**config.mk**
```make
export PLATFORM = sky130hd
export DESIGN_NAME = win33_g_ctrl
export DESIGN_NICKNAME = d
export VERILOG_FILES = /design/src/rtl/win33_g_ctrl.sv
export SDC_FILE = /design/constraint.sdc
export NUM_CORES = 1
export LEC_CHECK = 0
export CAP_MARGIN = 20
export CELL_PAD_IN_SITES_DETAIL_PLACEMENT = 1
export CELL_PAD_IN_SITES_GLOBAL_PLACEMENT = 2
export CORE_MARGIN = 4
export CORE_UTILIZATION = 19
export CTS_BUF_LIST = sky130_fd_sc_hd__clkbuf_16
export DETAILED_ROUTE_END_ITERATION = 10
export HOLD_SLACK_MARGIN = 0.06
export PLACE_DENSITY = 0.71
export RECOVER_POWER = 100
export SYNTH_ARGS = -nofsm -noshare
export SYNTH_HDL_FRONTEND = slang
export SYNTH_SLANG_ARGS = --single-unit
export TNS_END_PERCENT = 50
```
**constraint.sdc**
```tcl
create_clock -name clk -period 2.09 [get_ports clk]
set_clock_uncertainty 0.1 [all_clocks]
set_input_delay 0.5225 -clock clk [delete_from_list [all_inputs] [get_ports clk]]
set_output_delay 0.5225 -clock clk [all_outputs]
set_load 0.02 [all_outputs]
```
**src/rtl/win33_g_ctrl.sv**
```systemverilog
// Purpose: sequences 3x3 kernel rows from weight memory into the kernel-transform datapath and hands out the results.
// Latency: start sampled in cycle 0 -> u_valid in cycle 6; one kernel per 6 cycles while u_ready stays high.
// Backpressure: the OUT state holds u_valid/u_data/u_idx stable until u_ready; no further fetch until the handshake.
module win33_g_ctrl #(
  parameter int ADDR_W = 10,
  parameter int CNT_W  = 4
) (
  input  logic              clk,
  input  logic              rst,
  input  logic              start,
  input  logic [ADDR_W-1:0] base_addr,
  input  logic [CNT_W-1:0]  num_kernels,
  output logic              wt_rd_en,
  output logic [ADDR_W-1:0] wt_addr,
  input  logic [47:0]       wt_rdata,
  output logic [47:0]       kernel1,
  output logic [47:0]       kernel2,
  output logic [47:0]       kernel3,
  input  logic [63:0]       u_tmp1,
  input  logic [63:0]       u_tmp2,
  input  logic [63:0]       u_tmp3,
  input  logic [63:0]       u_tmp4,
  output logic [255:0]      u_data,
  output logic [CNT_W-1:0]  u_idx,
  output logic              u_valid,
  input  logic              u_ready,
  output logic              busy,
  output logic              done
);

  typedef enum logic [2:0] {
    S_IDLE,
    S_FETCH,
    S_LAST,
    S_XFORM,
    S_OUT,
    S_DONE
  } state_t;

  state_t            state_q;
  logic [1:0]        row_q;
  logic [CNT_W-1:0]  k_q;
  logic [CNT_W-1:0]  num_q;
  logic              wt_rd_en_q;
  logic [ADDR_W-1:0] wt_addr_q;
  logic [47:0]       kernel1_q, kernel2_q, kernel3_q;
  logic [255:0]      u_data_q;
  logic [CNT_W-1:0]  u_idx_q;
  logic              u_valid_q;
  logic              busy_q;
  logic              done_q;
  logic [CNT_W:0]    k_d;

  // Next kernel index, one bit wider so the last-kernel compare cannot wrap.
  always_comb begin
    k_d = {1'b0, k_q} + (CNT_W+1)'(1);
  end

  // Job sequencer: the address register walks base+3k+r by simple increments,
  // so wrap past the top of memory falls out of the ADDR_W-bit adder.
  always_ff @(posedge clk) begin
    if (rst) begin
      state_q    <= S_IDLE;
      row_q      <= 2'd0;
      k_q        <= '0;
      num_q      <= '0;
      wt_rd_en_q <= 1'b0;
      wt_addr_q  <= '0;
      kernel1_q  <= '0;
      kernel2_q  <= '0;
      kernel3_q  <= '0;
      u_data_q   <= '0;
      u_idx_q    <= '0;
      u_valid_q  <= 1'b0;
      busy_q     <= 1'b0;
      done_q     <= 1'b0;
    end else begin
      case (state_q)
        S_IDLE: begin
          if (start) begin
            num_q  <= num_kernels;
            k_q    <= '0;
            row_q  <= 2'd0;
            busy_q <= 1'b1;
            if (num_kernels != '0) begin
              wt_addr_q  <= base_addr;
              wt_rd_en_q <= 1'b1;
              state_q    <= S_FETCH;
            end else begin
              done_q  <= 1'b1;
              state_q <= S_DONE;
            end
          end
        end
        S_FETCH: begin
          // Memory returns data one cycle after the strobe: row 0 lands while
          // row 1 is being requested, row 1 while row 2 is requested.
          if (row_q == 2'd1) kernel1_q <= wt_rdata;
          if (row_q == 2'd2) kernel2_q <= wt_rdata;
          if (row_q == 2'd2) begin
            row_q      <= 2'd0;
            wt_rd_en_q <= 1'b0;
            state_q    <= S_LAST;
          end else begin
            row_q     <= row_q + 2'd1;
            wt_addr_q <= wt_addr_q + ADDR_W'(1);
          end
        end
        S_LAST: begin
          kernel3_q <= wt_rdata;
          state_q   <= S_XFORM;
        end
        S_XFORM: begin
          u_data_q  <= {u_tmp1, u_tmp2, u_tmp3, u_tmp4};
          u_idx_q   <= k_q;
          u_valid_q <= 1'b1;
          state_q   <= S_OUT;
        end
        S_OUT: begin
          if (u_ready) begin
            u_valid_q <= 1'b0;
            if (k_d < {1'b0, num_q}) begin
              k_q        <= k_d[CNT_W-1:0];
              wt_addr_q  <= wt_addr_q + ADDR_W'(1);
              wt_rd_en_q <= 1'b1;
              state_q    <= S_FETCH;
            end else begin
              done_q  <= 1'b1;
              state_q <= S_DONE;
            end
          end
        end
        S_DONE: begin
          done_q  <= 1'b0;
          busy_q  <= 1'b0;
          state_q <= S_IDLE;
        end
        default: begin
          state_q    <= S_IDLE;
          wt_rd_en_q <= 1'b0;
          u_valid_q  <= 1'b0;
          busy_q     <= 1'b0;
          done_q     <= 1'b0;
        end
      endcase
    end
  end

  assign wt_rd_en = wt_rd_en_q;
  assign wt_addr  = wt_addr_q;
  assign kernel1  = kernel1_q;
  assign kernel2  = kernel2_q;
  assign kernel3  = kernel3_q;
  assign u_data   = u_data_q;
  assign u_idx    = u_idx_q;
  assign u_valid  = u_valid_q;
  assign busy     = busy_q;
  assign done     = done_q;

endmodule

```
After elaboration in Yosys (flattened, before gate mapping). Cells that the tools add are included.

Memories kept: 0. Input bits: 322. Memory bits (read-only): 0. Register bits after elaboration: 431. Bits in writable memories: 0. Word-level logic and storage cells: 91. Latch bits: 0.

Reductions and logical operators: 20. Divide/modulo/power cells: 0. Multiply operators: 0. Bitwise operators: 4. Eq/ne operators: 15. Shift operators: 0. Add/sub/neg operators: 3. Order comparisons: 1. Muxes and demuxes: 34.

Operators with widths (number): $mux 10 (5); $pmux 10 s3 (1); $ne 2x2->1 const B (8); $mux 3 (5); $pmux 3 s5 (1); $mux 4 (3); $reduce_and 2->1 (6); $reduce_and 6->1 (2); $mux 1 (11); $add 10x1->10 const B (1); $pmux 4 s2 (1); $reduce_or 4->1 (2); $eq 3x2->1 const B (2); $eq 3x3->1 const B (2); $pmux 1 s3 (2); $reduce_or 3->1 (2); $add 4x1->5 const B (1); $lt 5x4->1 (1); $reduce_and 5->1 (1); $mux 2 (2); $not 1->1 (4); $pmux 1 s4 (1); $pmux 2 s2 (1); $reduce_and 4->1 (1); other kinds (10) (11).

Depth between registers and ports, before layout. Gate-level depths: netlist of the first run.

Depth in word-level cells: 5. Gate-level depth with buffers: 8. Mapped depth without buffers: 8.

Worst setup path after synthesis of the first run. Ideal clock, no wire load.

Path kind: register to register. Start point: register k_q[0]. End point: register wt_addr_q[8] (netlist: wt_addr[8]). Slack: -0.098 ns. Arrival time: 1.970 ns. Required time: 1.871 ns. Cell stages (with the launch flop): 8. Clock period less this slack: 2.188 ns. Library setup time: 0.119 ns. Cell sequence: dfxtp_1 > ha_1 > ha_1 > a21boi_1 > o31a_1 > o22ai_1 > a21oi_1 > o221a_2.

Cells in the longest elaborated chain, start to end: 4.

Ends and longest elaborated chain: start, declared (RTL line 42) `logic [CNT_W-1:0] k_q;`; start signal, assigned (RTL line 123) `k_q <= k_d[CNT_W-1:0];`; $add 4x1->5 (RTL line 56) `k_d = {1'b0, k_q} + (CNT_W+1)'(1);`; $lt 5x4->1 (RTL line 122) `if (k_d < {1'b0, num_q}) begin`; $ne 2x2->1 (no source line); $reduce_and 6->1 (no source line); end signal, assigned (RTL line 86) `wt_addr_q <= base_addr;`; end signal, assigned (RTL line 106) `wt_addr_q <= wt_addr_q + ADDR_W'(1);`; end signal, assigned (RTL line 124) `wt_addr_q <= wt_addr_q + ADDR_W'(1);`; end, declared (RTL line 45) `logic [ADDR_W-1:0] wt_addr_q;`.

Every way passes these cells. A chain may end at the register's enable or synchronous reset.

Worst setup path after layout of the first run.
Start point: register k_q[0]. End point: register wt_addr_q[0] (netlist: wt_addr[0]).

Same word-level chain as after synthesis.

==> summary.md, run 1 <==
| Metric | Value |
|---|---|
| DP Worst Slack | -0.328 ns |
| Post-Place Cell Area | 24400 um^2 |
| Fraction of final layout cells with drive strength greater than 1 | 7.25% |
| Height of the chip | between 200 and 300 um |
| Synthesized net count | 2278 |
| Initial core utilization | 19.1% |
| Post-route design area | ~26000 um^2 |
| Average vias per placed instance | 4.25 |
| Port buffer count | 739 |
| Overall via count from detail_route | 16.1k |
| Reg area | 8640 um^2 |
| Pin count of the biggest net entering global routing | 88 |
| Filler Cells Inserted | 9578 |
| Number of antenna violations at the first check in global routing | 8 |
| Required time reported for the critical path endpoint | about 2.5 ns |
| Level count of the clock H-tree | 2 |
| Layout overhead on the synthesized area | 66.9% |
| Achievable frequency | 462 MHz |
| DPL Wire Length | 54.3 mm |
| Worst setup slack after layout | -0.0760 ns |
| Net Sw Frac | 24.0% |
| Cells after DPL | 3683 |
| Proportion of power drawn by combinational gates | roughly 8.5% |
| Final-stage net count | 3012 |
| Yosys warning total | 0 |
| Largest voltage drop on the vdd net | between 500 and 600 uV |
| IO Count | 740 |
| Clock Tree Buf Depth | 3 |
| Fraction of registers with async set/reset | 0% |
| Period Utilization, post-route | 104% |
| Mean Syn Cell Area | 7.87 um^2 |
| Crit-path max FO | 4 |
| Yosys reg bits | around 430 |
| Number of global-route vias before repair | 17.0k |
| Hold Vio Cnt, Final | 0 |
| MaxCap Viol Count | 0 |
| Cell types with the largest area share after synthesis | sky130_fd_sc_hd__dfxtp_1 (56%), sky130_fd_sc_hd__nand2_1 (20%), sky130_fd_sc_hd__a21oi_1 (14%) |
| Share of synthesized area occupied by flip-flops and latches | 56.2% |
| Critical setup path kind | reg2reg |
| Type of destination of the critical path | flip-flop |
| Overflow left after global routing | 0 |
| Worst Hold Slack | 0.240 ns |
| Gp weighted congestion | between 0.8 and 0.9 |
| RSZ-0062 raised after global routing | yes |
| CTS tree | done |
| First-pass GRT wire length | 108 mm |
| Gate count after technology mapping | 1951 |
| Chip width | 292 um |
| Total Power Consumption | 18100 uW |
| Result of the run | finished, violations left |
| Final setup violation count | 7 |
| Multi-input logic area | about 6300 um^2 |
| Fraction of post-synthesis cell area in the top cell type by area | 56.2% |
| Crit path DAT | 2.55 ns |
| Net switching power of the design | approximately 4300 uW |
| Std cell rows | 104 |
| Fraction of power consumed by sequential logic | between 40% and 50% |
| Critical path launch point type | flip-flop |
| Leak Pwr | 0.0107 uW |
| Clock root cell | sky130_fd_sc_hd__clkbuf_16 |
| Routed Antenna Nets | 0 |
| Violations in the final reports | setup timing |
| Total iterations of the first detailed-routing run | 5 |
| Synth unique cells | 56 |
| Cell area after synthesis | 15400 um^2 |
| Die footprint | 85500 um^2 |
| Clock transition at the register clock pins on the worst setup and hold paths after CTS | 0.06 ns |
| Average wire per cell in the routed design | between 15 and 20 um |
| PwrDens | ~700 nW/um^2 |
| DRC violation count after routing | 0 |
| Final critical-path required period | about 2.2 ns |
| Core ar. | 80300 um^2 |
| Clock Sink Count | approximately 430 |
| Cell type with the largest total area after synthesis | sky130_fd_sc_hd__dfxtp_1 |
| Slew Limit Headroom | 68.8% |
| Total Routing Usage GR | 16.1% |
| Worst Hold Class | in2reg |
| Clk network pwr share | 45.4% |
| EDFF count, synth | 0 |
| Max-slew violation count | 0 |
| Total clock buffers created by CTS | 52 |
| Initial detailed-routing violation count | 583 |
| Cell-by-cell trace of the critical path | ha_4 > xor2_4 > ha_4 > o21a_1 > buf_4 > o31ai_4 > nand3_4 > buf_4 > o2bb2ai_2 > a221oi_2 |
| Top flip-flop cell by instance count after synthesis | sky130_fd_sc_hd__dfxtp_1 |
| Largest stage delay on the critical path | 0.37 ns |
| Detailed-route wire length | between 70 and 80 mm |
| Internal Dissipation | 13800 uW |
| Transition time of the tightest slew-check pin | 0.468 ns |
| Layout Cells excl Fill | 3786 |
| Source-to-sink clock delay at the later pin of the worst-skew pair | 0.57 ns |
| Cell type of the slowest stage on the worst timing path | sky130_fd_sc_hd__dfxtp_4 |
-- cells in the final DEF, fill, tap and decap left out, types with 3 or more instances in the layout --
cell                                n
sky130_fd_sc_hd__nand2_1          825
sky130_fd_sc_hd__dfxtp_1          427
sky130_fd_sc_hd__a21oi_1          416
sky130_fd_sc_hd__dlygate4sd2_1    412
sky130_fd_sc_hd__clkdlybuf4s50_1  320
sky130_fd_sc_hd__buf_4             57
sky130_fd_sc_hd__clkbuf_16         53
sky130_fd_sc_hd__buf_12            25
sky130_fd_sc_hd__nor2_1            20
sky130_fd_sc_hd__inv_1             20
sky130_fd_sc_hd__clkinv_1          12
sky130_fd_sc_hd__clkinv_2           9
sky130_fd_sc_hd__diode_2            7
sky130_fd_sc_hd__mux2i_1            7
sky130_fd_sc_hd__o21ai_0            6
sky130_fd_sc_hd__nor2b_1            6
sky130_fd_sc_hd__nand3_1            4
sky130_fd_sc_hd__o32ai_2            4
sky130_fd_sc_hd__nand2b_1           3
sky130_fd_sc_hd__a21oi_4            3
sky130_fd_sc_hd__o31a_1             3
sky130_fd_sc_hd__nand4_1            3
sky130_fd_sc_hd__nand2_2            3
sky130_fd_sc_hd__a21oi_2            3
sky130_fd_sc_hd__ha_4               3
sky130_fd_sc_hd__dfxtp_4            3
sky130_fd_sc_hd__clkdlybuf4s15_1    3
-- worst paths after layout --
check | start | end | slack, ns | cells past startpoint
setup / recovery | k_q[0] | wt_addr[0] | -0.08 | 10
hold / removal | rst | u_data[50] | 0.24 | 2
setup reg to reg | k_q[0] | wt_addr[0] | -0.08 | 10
hold reg to reg | u_data[221] | u_data[221] | 0.35 | 2
-- worst max-delay path: cells and delay by family, from the launching register on --
| kind | cells | cell delay [ns] |
|---|---|---|
| buffers and inverters | 2 | 0.30 |
| AND/OR/NAND/NOR | 1 | 0.12 |
| AO/OA/AOI/OAI | 4 | 0.62 |
| flip-flops | 1 | 0.37 |
| adder cells (fa/ha/maj) | 2 | 0.37 |
| XOR/XNOR | 1 | 0.18 |
-- cell usage after synthesis, types with 3 or more instances --
cell type                  count
sky130_fd_sc_hd__o31ai_1       3
sky130_fd_sc_hd__buf_2        45
sky130_fd_sc_hd__buf_1         5
sky130_fd_sc_hd__mux2i_1       7
sky130_fd_sc_hd__ha_1          5
sky130_fd_sc_hd__dfxtp_1     431
sky130_fd_sc_hd__nand2_1     828
sky130_fd_sc_hd__inv_1         8
sky130_fd_sc_hd__nand3_1       5
sky130_fd_sc_hd__clkbuf_1     93
sky130_fd_sc_hd__o32ai_1       4
sky130_fd_sc_hd__o31a_1        3
sky130_fd_sc_hd__a21oi_1     420
sky130_fd_sc_hd__nor2_1       20
sky130_fd_sc_hd__o21ai_0       7
sky130_fd_sc_hd__nor2b_1       6
sky130_fd_sc_hd__nand2b_1      3
sky130_fd_sc_hd__nand4_1       3
-- power by group through the flow --
stage	clock, uW	sequential [uW]	combinational, uW
6_report	8220	8370	1540
5_1_grt	8910	8370	1660
4_1_cts	8560	8360	1550
3_5_place_dp	0	8550	1550
3_3_place_gp	0	8550	1530
2_1_floorplan	0	8610	409
-- through the flow --
step | TNS [ns] | utilization (%)
detailed placement | -3.66 | 30.4
finish | -0.279 | 31.9
floorplan | 0 | -
global route | -1.28 | 31.9
CTS | -0.243 | 31.8
global placement | -2.77 | 30.4
-- layer usage --
metal	vias to the layer above	GRT usage, %	routed length, um
met5	-	0	0
met4	0	5.11	2060
met3	104	6.06	6480
met2	504	28.2	36000
met1	7688	18.1	28300
li1	7805	-	-
-- state kept, by name, summed over array words and instances (netlist names), 3 cells and up --
signal   count
num_q        4
wt_addr     10
kernel1     48
state_q      3
u_idx        4
k_q          4
u_data     256
kernel2     48
kernel3     48
-- cell type report --
class / count / share of cell area (%)
Clock inverter: 35 / 0.678
Multi-Input combinational cell: 1368 / 24.6
Antenna cell: 7 / 0.0683
Tap cell: 1060 / 5.17
Timing Repair Buffer: 824 / 30.5
Clock buffer: 53 / 5.17
Sequential cell: 431 / 33.7
Inverter: 8 / 0.117
-- logic make-up after synthesis --
family,Yosys count,share of synthesized area [%]
and+or+nand+nor,888,22.5
AOI/OAI and AO/OA,464,16.1
DFF,431,56.2
buffers and inverters,153,4.20
muxes,7,0.456
adders and majority gates,5,0.407
xor gates and xnor gates,3,0.171
-- repair_timing --
action,CTS,global route
pin swaps,8,13
setup endpoints to repair,434,223
resized for setup,445,15
hold buffers,0,0
buffers inserted,2,5
gates cloned,1,0
Power figures use the tool's default switching activity.
==> run 2, diff against run 1 <==
--- a/config.mk
+++ b/config.mk
@@ -12,6 +12,7 @@
 export CORE_UTILIZATION = 19
 export CTS_BUF_LIST = sky130_fd_sc_hd__clkbuf_16
 export DETAILED_ROUTE_END_ITERATION = 10
+export GPL_ROUTABILITY_DRIVEN = 0
 export HOLD_SLACK_MARGIN = 0.06
 export PLACE_DENSITY = 0.71
 export RECOVER_POWER = 100
==> results of run 2 <==
No change in the layout: final DEF, timing and power equal those of run 1.
==> run 3, diff against run 2 <==
--- a/config.mk
+++ b/config.mk
@@ -16,6 +16,7 @@
 export HOLD_SLACK_MARGIN = 0.06
 export PLACE_DENSITY = 0.71
 export RECOVER_POWER = 100
+export SLEW_MARGIN = 20
 export SYNTH_ARGS = -nofsm -noshare
 export SYNTH_HDL_FRONTEND = slang
 export SYNTH_SLANG_ARGS = --single-unit
==> results of run 3 <==
No change in the layout: final DEF, timing and power equal those of run 1.
